`config.mk`:
```
export PLATFORM = sky130hd
export DESIGN_NAME = ro_sample_ctrl
export DESIGN_NICKNAME = d
export VERILOG_FILES = /design/src/rtl/ro_pkg.sv /design/src/rtl/ro_strobe_delay.sv /design/src/rtl/ro_sample_ctrl.sv
export SDC_FILE = /design/constraint.sdc
export NUM_CORES = 1
export LEC_CHECK = 0
export ABC_AREA = 1
export BUFFER_PORTS_ARGS = -buffer_cell sky130_fd_sc_hd__buf_2
export CAP_MARGIN = 0
export CORE_MARGIN = 2
export CORE_UTILIZATION = 52
export DETAILED_ROUTE_END_ITERATION = 10
export PLACE_DENSITY = 0.73
export SETUP_SLACK_MARGIN = 0.3
export SYNTH_ARGS = -nofsm -noshare
export SYNTH_HDL_FRONTEND = slang
export SYNTH_SLANG_ARGS = --single-unit
```
`constraint.sdc`:
```
create_clock -name clk -period 2.2 [get_ports clk]
set_clock_uncertainty 0.2 [all_clocks]
set_input_delay 0.44 -clock clk [delete_from_list [all_inputs] [get_ports clk]]
set_output_delay 0.44 -clock clk [all_outputs]
set_load 0.02 [all_outputs]
```
`src/rtl/ro_pkg.sv`:
```
// ro_pkg -- shared types and default constants for the ring-oscillator
// sample controller.
//
// Contents:
//   RO_NUM_SAMPLE_WIDTH  default width of the sample-count / window-length fields
//   RO_PIPELINE_LATENCY  default cycles from window strobe to a valid adder-tree sum
//   ro_ctrl_state_t      controller FSM state encoding
package ro_pkg;

    localparam int RO_NUM_SAMPLE_WIDTH = 16;
    localparam int RO_PIPELINE_LATENCY = 5;

    typedef enum logic [2:0] {
        ST_IDLE    = 3'd0,
        ST_CLEAR   = 3'd1,
        ST_COLLECT = 3'd2,
        ST_DRAIN   = 3'd3,
        ST_DONE    = 3'd4
    } ro_ctrl_state_t;

endpackage

```
`src/rtl/ro_strobe_delay.sv`:
```
// ro_strobe_delay -- fixed-latency delay line for the window-end strobe.
// A strobe entering on strobe_in appears on strobe_out exactly LATENCY
// cycles later, lining up with the adder-tree result at the FIFO input.
//
// Ports:
//   clk          clock
//   rst_n        synchronous active-low reset, flushes the line
//   strobe_in    window-end strobe from the controller
//   strobe_out   strobe delayed by LATENCY cycles
//   any_pending  a strobe is still in flight and will leave on a later cycle
module ro_strobe_delay #(
    parameter int LATENCY = 5
) (
    input  logic clk,
    input  logic rst_n,
    input  logic strobe_in,
    output logic strobe_out,
    output logic any_pending
);

    logic [LATENCY-1:0] sr;

    // any_pending ignores the output stage: a strobe sitting there is
    // written this very cycle, so the drain logic may already move on.
    generate
        if (LATENCY == 1) begin : g_single
            always_ff @(posedge clk) begin
                if (!rst_n) begin
                    sr <= '0;
                end else begin
                    sr <= strobe_in;
                end
            end
            assign any_pending = 1'b0;
        end else begin : g_multi
            always_ff @(posedge clk) begin
                if (!rst_n) begin
                    sr <= '0;
                end else begin
                    sr <= {sr[LATENCY-2:0], strobe_in};
                end
            end
            assign any_pending = |sr[LATENCY-2:0];
        end
    endgenerate

    assign strobe_out = sr[LATENCY-1];

endmodule

```
`src/rtl/ro_sample_ctrl.sv`:
```
// ro_sample_ctrl -- run controller for ring-oscillator sampling.
// A run is num_samples windows; each window is one CLEAR cycle (counter
// clear) followed by collect_cycles COLLECT cycles (counter enabled). The
// last COLLECT cycle emits a window strobe which, after PIPELINE_LATENCY
// cycles, becomes a FIFO write (or an overflow if the FIFO is full).
//
// Valid/ready: there is no back-pressure on results. fifo_wr_en is a
// one-cycle write request qualified by fifo_full; a result whose write
// cycle sees fifo_full=1 is lost and recorded in the sticky overflow flag.
//
// Ports:
//   clk, afu_rst_n           clock, synchronous active-low reset
//   go, stop                 start pulse (IDLE only), abort (CLEAR/COLLECT only)
//   num_samples              windows per run, latched at go
//   collect_cycles           enable cycles per window, latched at go (0 -> 1)
//   fifo_full                result FIFO full
//   ro_en, cnt_clr, cnt_en   oscillator enable, counter clear, counter enable
//   fifo_wr_en               result FIFO write strobe
//   busy, done               run in progress, one-cycle end-of-run pulse
//   overflow                 sticky: a result was dropped this run
//   samples_taken            windows completed in the current or last run
//   fsm_state                current controller state (debug visibility)
module ro_sample_ctrl
    import ro_pkg::*;
#(
    parameter int NUM_SAMPLE_WIDTH = RO_NUM_SAMPLE_WIDTH,
    parameter int PIPELINE_LATENCY = RO_PIPELINE_LATENCY
) (
    input  logic                        clk,
    input  logic                        afu_rst_n,
    input  logic                        go,
    input  logic                        stop,
    input  logic [NUM_SAMPLE_WIDTH-1:0] num_samples,
    input  logic [NUM_SAMPLE_WIDTH-1:0] collect_cycles,
    input  logic                        fifo_full,
    output logic                        ro_en,
    output logic                        cnt_clr,
    output logic                        cnt_en,
    output logic                        fifo_wr_en,
    output logic                        busy,
    output logic                        done,
    output logic                        overflow,
    output logic [NUM_SAMPLE_WIDTH-1:0] samples_taken,
    output ro_ctrl_state_t              fsm_state
);

    localparam logic [NUM_SAMPLE_WIDTH-1:0] ONE = {{(NUM_SAMPLE_WIDTH-1){1'b0}}, 1'b1};

    ro_ctrl_state_t              state;
    ro_ctrl_state_t              state_next;
    logic [NUM_SAMPLE_WIDTH-1:0] ns_lat;
    logic [NUM_SAMPLE_WIDTH-1:0] cc_lat;
    logic [NUM_SAMPLE_WIDTH-1:0] cyc_cnt;
    logic [NUM_SAMPLE_WIDTH-1:0] samples_q;
    logic                        overflow_q;
    logic                        go_accept;
    logic                        win_last;
    logic                        window_strobe;
    logic                        delayed_strobe;
    logic                        any_pending;

    // cyc_cnt runs 0 .. cc_lat-1 inside COLLECT, so the full 16-bit range
    // of cc_lat is usable without the counter wrapping.
    assign win_last = (cyc_cnt == (cc_lat - ONE));

    always_comb begin
        state_next    = state;
        ro_en         = 1'b0;
        cnt_clr       = 1'b0;
        cnt_en        = 1'b0;
        busy          = 1'b1;
        done          = 1'b0;
        go_accept     = 1'b0;
        window_strobe = 1'b0;
        case (state)
            ST_IDLE: begin
                busy = 1'b0;
                if (go) begin
                    go_accept  = 1'b1;
                    state_next = (num_samples == '0) ? ST_DONE : ST_CLEAR;
                end
            end
            ST_CLEAR: begin
                ro_en      = 1'b1;
                cnt_clr    = 1'b1;
                state_next = stop ? ST_DRAIN : ST_COLLECT;
            end
            ST_COLLECT: begin
                ro_en  = 1'b1;
                cnt_en = 1'b1;
                if (stop) begin
                    // An abort on the last cycle discards that window.
                    state_next = ST_DRAIN;
                end else if (win_last) begin
                    window_strobe = 1'b1;
                    state_next    = ((samples_q + ONE) == ns_lat) ? ST_DRAIN : ST_CLEAR;
                end
            end
            ST_DRAIN: begin
                if (!any_pending) begin
                    state_next = ST_DONE;
                end
            end
            ST_DONE: begin
                done       = 1'b1;
                state_next = ST_IDLE;
            end
            default: begin
                state_next = ST_IDLE;
            end
        endcase
    end

    always_ff @(posedge clk) begin
        if (!afu_rst_n) begin
            state      <= ST_IDLE;
            ns_lat     <= '0;
            cc_lat     <= ONE;
            cyc_cnt    <= '0;
            samples_q  <= '0;
            overflow_q <= 1'b0;
        end else begin
            state <= state_next;

            if (go_accept) begin
                ns_lat <= num_samples;
                cc_lat <= (collect_cycles == '0) ? ONE : collect_cycles;
            end

            if (state == ST_CLEAR) begin
                cyc_cnt <= '0;
            end else if (state == ST_COLLECT) begin
                cyc_cnt <= cyc_cnt + ONE;
            end

            if (go_accept) begin
                samples_q <= '0;
            end else if (window_strobe) begin
                samples_q <= samples_q + ONE;
            end

            // go is only accepted in IDLE, when the delay line is already
            // empty, so clearing and setting can never collide.
            if (go_accept) begin
                overflow_q <= 1'b0;
            end else if (delayed_strobe && fifo_full) begin
                overflow_q <= 1'b1;
            end
        end
    end

    ro_strobe_delay #(
        .LATENCY (PIPELINE_LATENCY)
    ) u_strobe_delay (
        .clk         (clk),
        .rst_n       (afu_rst_n),
        .strobe_in   (window_strobe),
        .strobe_out  (delayed_strobe),
        .any_pending (any_pending)
    );

    assign fifo_wr_en    = delayed_strobe & ~fifo_full;
    assign overflow      = overflow_q;
    assign samples_taken = samples_q;
    assign fsm_state     = state;

endmodule

```
Word-level counts from Yosys, hierarchy flattened
Cells that the tools add are included.
{"block": "classes", "add_sub_neg": 3, "n_reduce_logical": 9, "bitwise_logic": 3, "mux": 19, "eq_ne": 9}
{"operator": "adder 16 x 1 -> 16 bit, second input constant", "count": 2}
{"operator": "== test 16 bit", "count": 2}
{"operator": "zero test 16 bit", "count": 2}
{"operator": "two-way mux 16 bit", "count": 1}
{"operator": "subtractor 16 x 1 -> 16 bit, second input constant", "count": 1}
{"operator": "two-way mux 3 bit", "count": 5}
{"operator": "case mux 3 bit (4 select lines)", "count": 1}
{"operator": "two-way mux 1 bit", "count": 11}
{"operator": "== test 3 x 2 -> 1 bit, second input constant", "count": 2}
{"operator": "OR reduction 2 bit", "count": 3}
{"operator": "inequality test 2 bit, second input constant", "count": 2}
{"operator": "OR reduction 4 bit", "count": 1}
{"operator": "== test 3 x 1 -> 1 bit, second input constant", "count": 1}
{"operator": "== test 3 bit, second input constant", "count": 1}
{"operator": "zero test 3 bit", "count": 1}
{"operator": "inequality test 3 bit, second input constant", "count": 1}
{"operator": "AND reduction 3 bit", "count": 1}
{"operator": "two-way mux 2 bit", "count": 1}
{"operator": "NOT 1 bit", "count": 2}
{"operator": "bitwise AND 1 bit", "count": 1}
{"operator": "logical AND 1 bit", "count": 1}
{"block": "word_totals", "regBits": 73, "output_inout_bits": 26, "input_bits": 37}

Longest topological paths before layout
{"block": "depth", "depth_word": 6, "mapped_depth": 17, "depth_no_buf": 17}

By module
A second synthesis with hierarchy kept.
{"block": "hier_totals", "cells_unflattened": 630, "hier_area_um2": 4247.8}
{"module": "ro_sample_ctrl", "n_inst": 1, "seq_area_each_um2": 1361.3, "area_per_inst_um2": 4098.9, "cells_each": 612}
{"module": "ro_strobe_delay", "n_inst": 1, "seq_area_each_um2": 100.1, "area_per_inst_um2": 148.9, "cells_each": 18}

Worst setup path before layout
No wires, ideal clock.
{"block": "synth_timing", "path_kind": "reg2reg", "startpoint": "reg samples_q[0], in the netlist samples_taken[0]", "endpoint": "reg state[1], in the netlist fsm_state[1]", "slack_ps": 17, "path_stages_with_launch": 15, "path_buffers": 0, "setup_time_ps": 70, "arrival_time_ps": 1913, "t_required_ps": 1930, "path_cell_list": "dfxtp_1 ha_1 nand2_1 nor2_1 nand3_1 or2_1 nand2_1 nand2_1 nand2_1 nand2_1 nor2_1 nand3_1 nand2_1 nand2_1 a21oi_1"}
{"block": "synth_between", "elab_chain_len": 6}
{"element": "start: declaration", "line_no": "ro_sample_ctrl.sv:54", "text": "logic [NUM_SAMPLE_WIDTH-1:0] samples_q;"}
{"element": "start signal: assignment", "line_no": "ro_sample_ctrl.sv:139", "text": "samples_q <= samples_q + ONE;"}
{"element": "adder 16 x 1 -> 16 bit", "line_no": "ro_sample_ctrl.sv:96", "text": "state_next = ((samples_q + ONE) == ns_lat) ? ST_DRAIN : ST_CLEAR;"}
{"element": "== test 16 bit", "line_no": "ro_sample_ctrl.sv:96"}
{"element": "two-way mux 2 bit", "line_no": "ro_sample_ctrl.sv:96"}
{"element": "two-way mux 3 bit", "line_no": "ro_sample_ctrl.sv:94", "text": "end else if (win_last) begin"}
{"element": "two-way mux 3 bit", "line_no": "ro_sample_ctrl.sv:91", "text": "if (stop) begin"}
{"element": "case mux 3 bit (4 select lines)", "line_no": "ro_sample_ctrl.sv:75", "text": "case (state)"}
{"element": "end signal: assignment", "line_no": "ro_sample_ctrl.sv:123", "text": "state <= state_next;"}
{"element": "end: declaration", "line_no": "ro_sample_ctrl.sv:49", "text": "ro_ctrl_state_t state;"}
Every way passes these cells. The select of a mux whose other input is x is not followed.
A chain may end at the register's enable or synchronous reset.

Worst setup path in the final report
{"block": "layout_timing", "startpoint": "reg cc_lat[0]", "endpoint": "reg samples_q[0], in the netlist samples_taken[0]"}
{"block": "layout_between", "elab_chain_len": 5}
{"element": "start: declaration", "line_no": "ro_sample_ctrl.sv:52", "text": "logic [NUM_SAMPLE_WIDTH-1:0] cc_lat;"}
{"element": "start signal: assignment", "line_no": "ro_sample_ctrl.sv:127", "text": "cc_lat <= (collect_cycles == '0) ? ONE : collect_cycles;"}
{"element": "subtractor 16 x 1 -> 16 bit", "line_no": "ro_sample_ctrl.sv:64", "text": "assign win_last = (cyc_cnt == (cc_lat - ONE));"}
{"element": "== test 16 bit", "line_no": "ro_sample_ctrl.sv:64"}
{"element": "two-way mux 1 bit", "line_no": "ro_sample_ctrl.sv:94"}
{"element": "two-way mux 1 bit", "line_no": "ro_sample_ctrl.sv:91"}
{"element": "two-way mux 1 bit", "line_no": "ro_sample_ctrl.sv:75"}
Every way passes these cells.

==> results.json <==
{
  "cts.sinks": 73,
  "p_per_area_nw_per_um2": 850,
  "synth_compound_area_frac": 0.0775,
  "grt_overflow": 0,
  "finalWirelength_um": 11900,
  "holdPathStages": 3,
  "htree_num_levels": 3,
  "synth_top_area_frac": 0.335,
  "critPathArrivalTime_ns": 2.25,
  "hpwl_um": 8390,
  "syn_avg_cell_area_um2": 6.52,
  "timing.final.crit_period_ns": 2.20,
  "numCtsBuffers": 9,
  "port_buffers": 62,
  "syn_nets": 708,
  "drc": 0,
  "status": "complete, but fails checks",
  "period_share": 1.00,
  "ys_types": 37,
  "use_met2": 0.455,
  "fp.dieH_um": 95.5,
  "synth_xor_area_frac": 0.0749,
  "synth_top_family_by_area": "simple AND/OR/NAND/NOR gates",
  "final_common_cell": "nand2_1",
  "cts_tree": "built",
  "relSlewSlack": 0.648,
  "layout_common_cells": "166 x nand2_1, 102 x inv_1, 72 x nor2_1",
  "first_iter_violations": 153,
  "row_count": 33,
  "wl_per_cell_um": 13.3,
  "p_leak_nw": 2.70,
  "final_max_slew_viol_count": 0,
  "yosysSeqAreaShare": 0.335,
  "synth_area_leaders": "dfxtp_1 34%, nand2_1 15%, inv_1 9.5%",
  "setup_viol": 2,
  "gr-usage-met1": 0.326,
  "antenna_found_initial": 0,
  "synthAdderAreaFrac": 0.00861,
  "grt_busiest_layer": "met2",
  "ys_ff_latch": 73,
  "vias": 4565,
  "ir_drop_mv": 0.494,
  "p_total_w": 0.00482,
  "dp_cells": 849,
  "syn-instance-count": 668,
  "hp-class": "in2reg",
  "cts.clk_slew.worst_paths_ns": 0.08,
  "layoutNonFillerInstCount": 893,
  "num-nets-final": 823,
  "critPathKind": "reg2reg",
  "syn_area_um2": 4360,
  "via_per_inst": 5.11,
  "coreArea_um2": 8180,
  "end_kind": "flip-flop",
  "cts_buffer_depth": 2,
  "hold_viol_final": 0,
  "yosysWarnings": 0,
  "diodes": 0,
  "grt_pass1_wl_um": 18900,
  "max_freq_ghz": 0.454,
  "muxShareOfSynthArea": 0,
  "io_pins": 63,
  "grt_max_degree": 28,
  "r2r_cells": 18,
  "initial_core_util": 0.533,
  "root_buffer": "clkbuf_8",
  "ant_nets": 0,
  "critPathMaxFanout": 6,
  "grtUsageTotal": 0.265,
  "tightest_slew_ns": 0.523,
  "grt_setup_unrepaired": "true",
  "violations": "negative setup slack",
  "grt.met3_usage": 0.0419,
  "area_growth_pct": 30.1,
  "fin_ws_ns": -0.00433,
  "yosys.area.top_type": "dfxtp_1",
  "clkLatencyLatePin_ns": 0.36,
  "drv_cap": 0,
  "place_congestion": 0.926,
  "first_pass_iters": 4,
  "cp-start-kind": "flip-flop",
  "grt_pass1_vias": 4215,
  "crit_required_ns": 2.24,
  "layout-drive-gt1-share": 0.288,
  "synthSimpleGateAreaFrac": 0.386,
  "die_x_um": 95.5,
  "dieArea_um2": 9130
}
## synthesized netlist by cell type
library cell and instances:
nand3_4 2, nand3_2 1, or2_2 1, a22oi_1 1, nand2_2 13, clkbuf_1 6, and2_1 1, buf_6 2
o21ai_0 23, nand2_1 173, xnor2_1 6, nor2_1 80, o41ai_1 1, nor2_2 8, nand3_1 52, inv_1 110
nand4_4 1, nand3b_1 1, a21oi_1 16, or2_0 1, nor2_4 6, xor2_2 3, a41oi_1 1, xor2_1 18
nand4_1 13, nor3_2 2, nor3_1 6, ha_1 3, o22ai_1 14, o21ai_1 6, inv_2 12, dfxtp_1 73
xnor3_1 3, buf_2 2, nor4_1 5, nand2_4 1, or2_1 1
## logic make-up (layout without fill, tap and decap cells)
kind of cell	after synthesis	in the layout
adder cells (fa/ha/maj)	3	3
XOR/XNOR	30	30
AND/OR/NAND/NOR	368	368
flip-flops	73	73
buffers and inverters	132	252
AO/OA/AOI/OAI	62	62
## critical path, stage by stage (launching register included)
cell and delay, ns:
dfxtp_2 0.34, inv_4 0.07, ha_4 0.15, nand3_4 0.11
inv_4 0.10, nand2_4 0.06, nand2_2 0.06, nand2_1 0.05
nand2_1 0.07, nand2_1 0.05, nor2_1 0.09, nand2_1 0.09
nor2_4 0.13, buf_4 0.14, nand3_4 0.09, inv_4 0.10
nand3_1 0.06, nand2_1 0.06, nor2_1 0.05
## cell type report
class,instances,area [um^2]
clock buffer,10,138
tap,105,131
inverter,122,480
clock inverter,6,41.3
sequential,73,1480
timing repair inverter,2,15.0
fill,694,2510
multi-input combinational,463,2580
timing repair buffer,112,806
## sequential cells by signal (all words and copies together), names as in the netlist
signal             count
overflow               1
fsm_state              3
samples_taken         16
u_strobe_delay.sr      5
ns_lat                16
cc_lat                16
cyc_cnt               16
## worst paths after layout
check | start | to | slack (ns)
max | cc_lat[0] | samples_taken[0] | -0.004
min | collect_cycles[10] | cc_lat[10] | 0.09
max reg2reg | cc_lat[0] | samples_taken[0] | -0.004
min reg2reg | u_strobe_delay.sr[3] | u_strobe_delay.sr[4] | 0.23
## through the flow
step | TNS (ns) | util | setup WS [ns] | cell area [um^2] | hold WS [ns]
2_1_floorplan | 0 | - | 0.109 | 4410 | 0.207
3_3_place_gp | 0 | 0.610 | 0.0750 | 4990 | 0.212
3_5_place_dp | -0.0103 | 0.610 | -0.0103 | 4990 | 0.223
4_1_cts | 0 | 0.655 | 0.00206 | 5350 | 0.0890
5_1_grt | -2.59 | 0.693 | -0.180 | 5670 | 0.0941
6_report | -0.00599 | 0.693 | -0.00433 | 5670 | 0.0941
## layer usage
layer	routed length, um	up-vias
met5	0	-
met4	306	0
met3	569	26
li1	-	2319
met2	5970	124
met1	5010	2096
## power by group
group	total [W]	internal (W)	switching (W)	leakage, nW
clock network	0.000982	0.000440	0.000542	0.0847
registers	0.00161	0.00148	0.000130	0.596
logic	0.00223	0.000910	0.00132	2.02
total	0.00482	0.00283	0.00199	2.70
## repair_timing
action | 4_1_cts | 5_1_grt
setup endpoints to repair | 60 | 43
buffers inserted | 11 | 15
resized for setup | 22 | 54
gates cloned | 2 | 0
hold buffers | 0 | 0
pin swaps | 6 | 17
No activity file was read; power rests on OpenSTA's default activity.
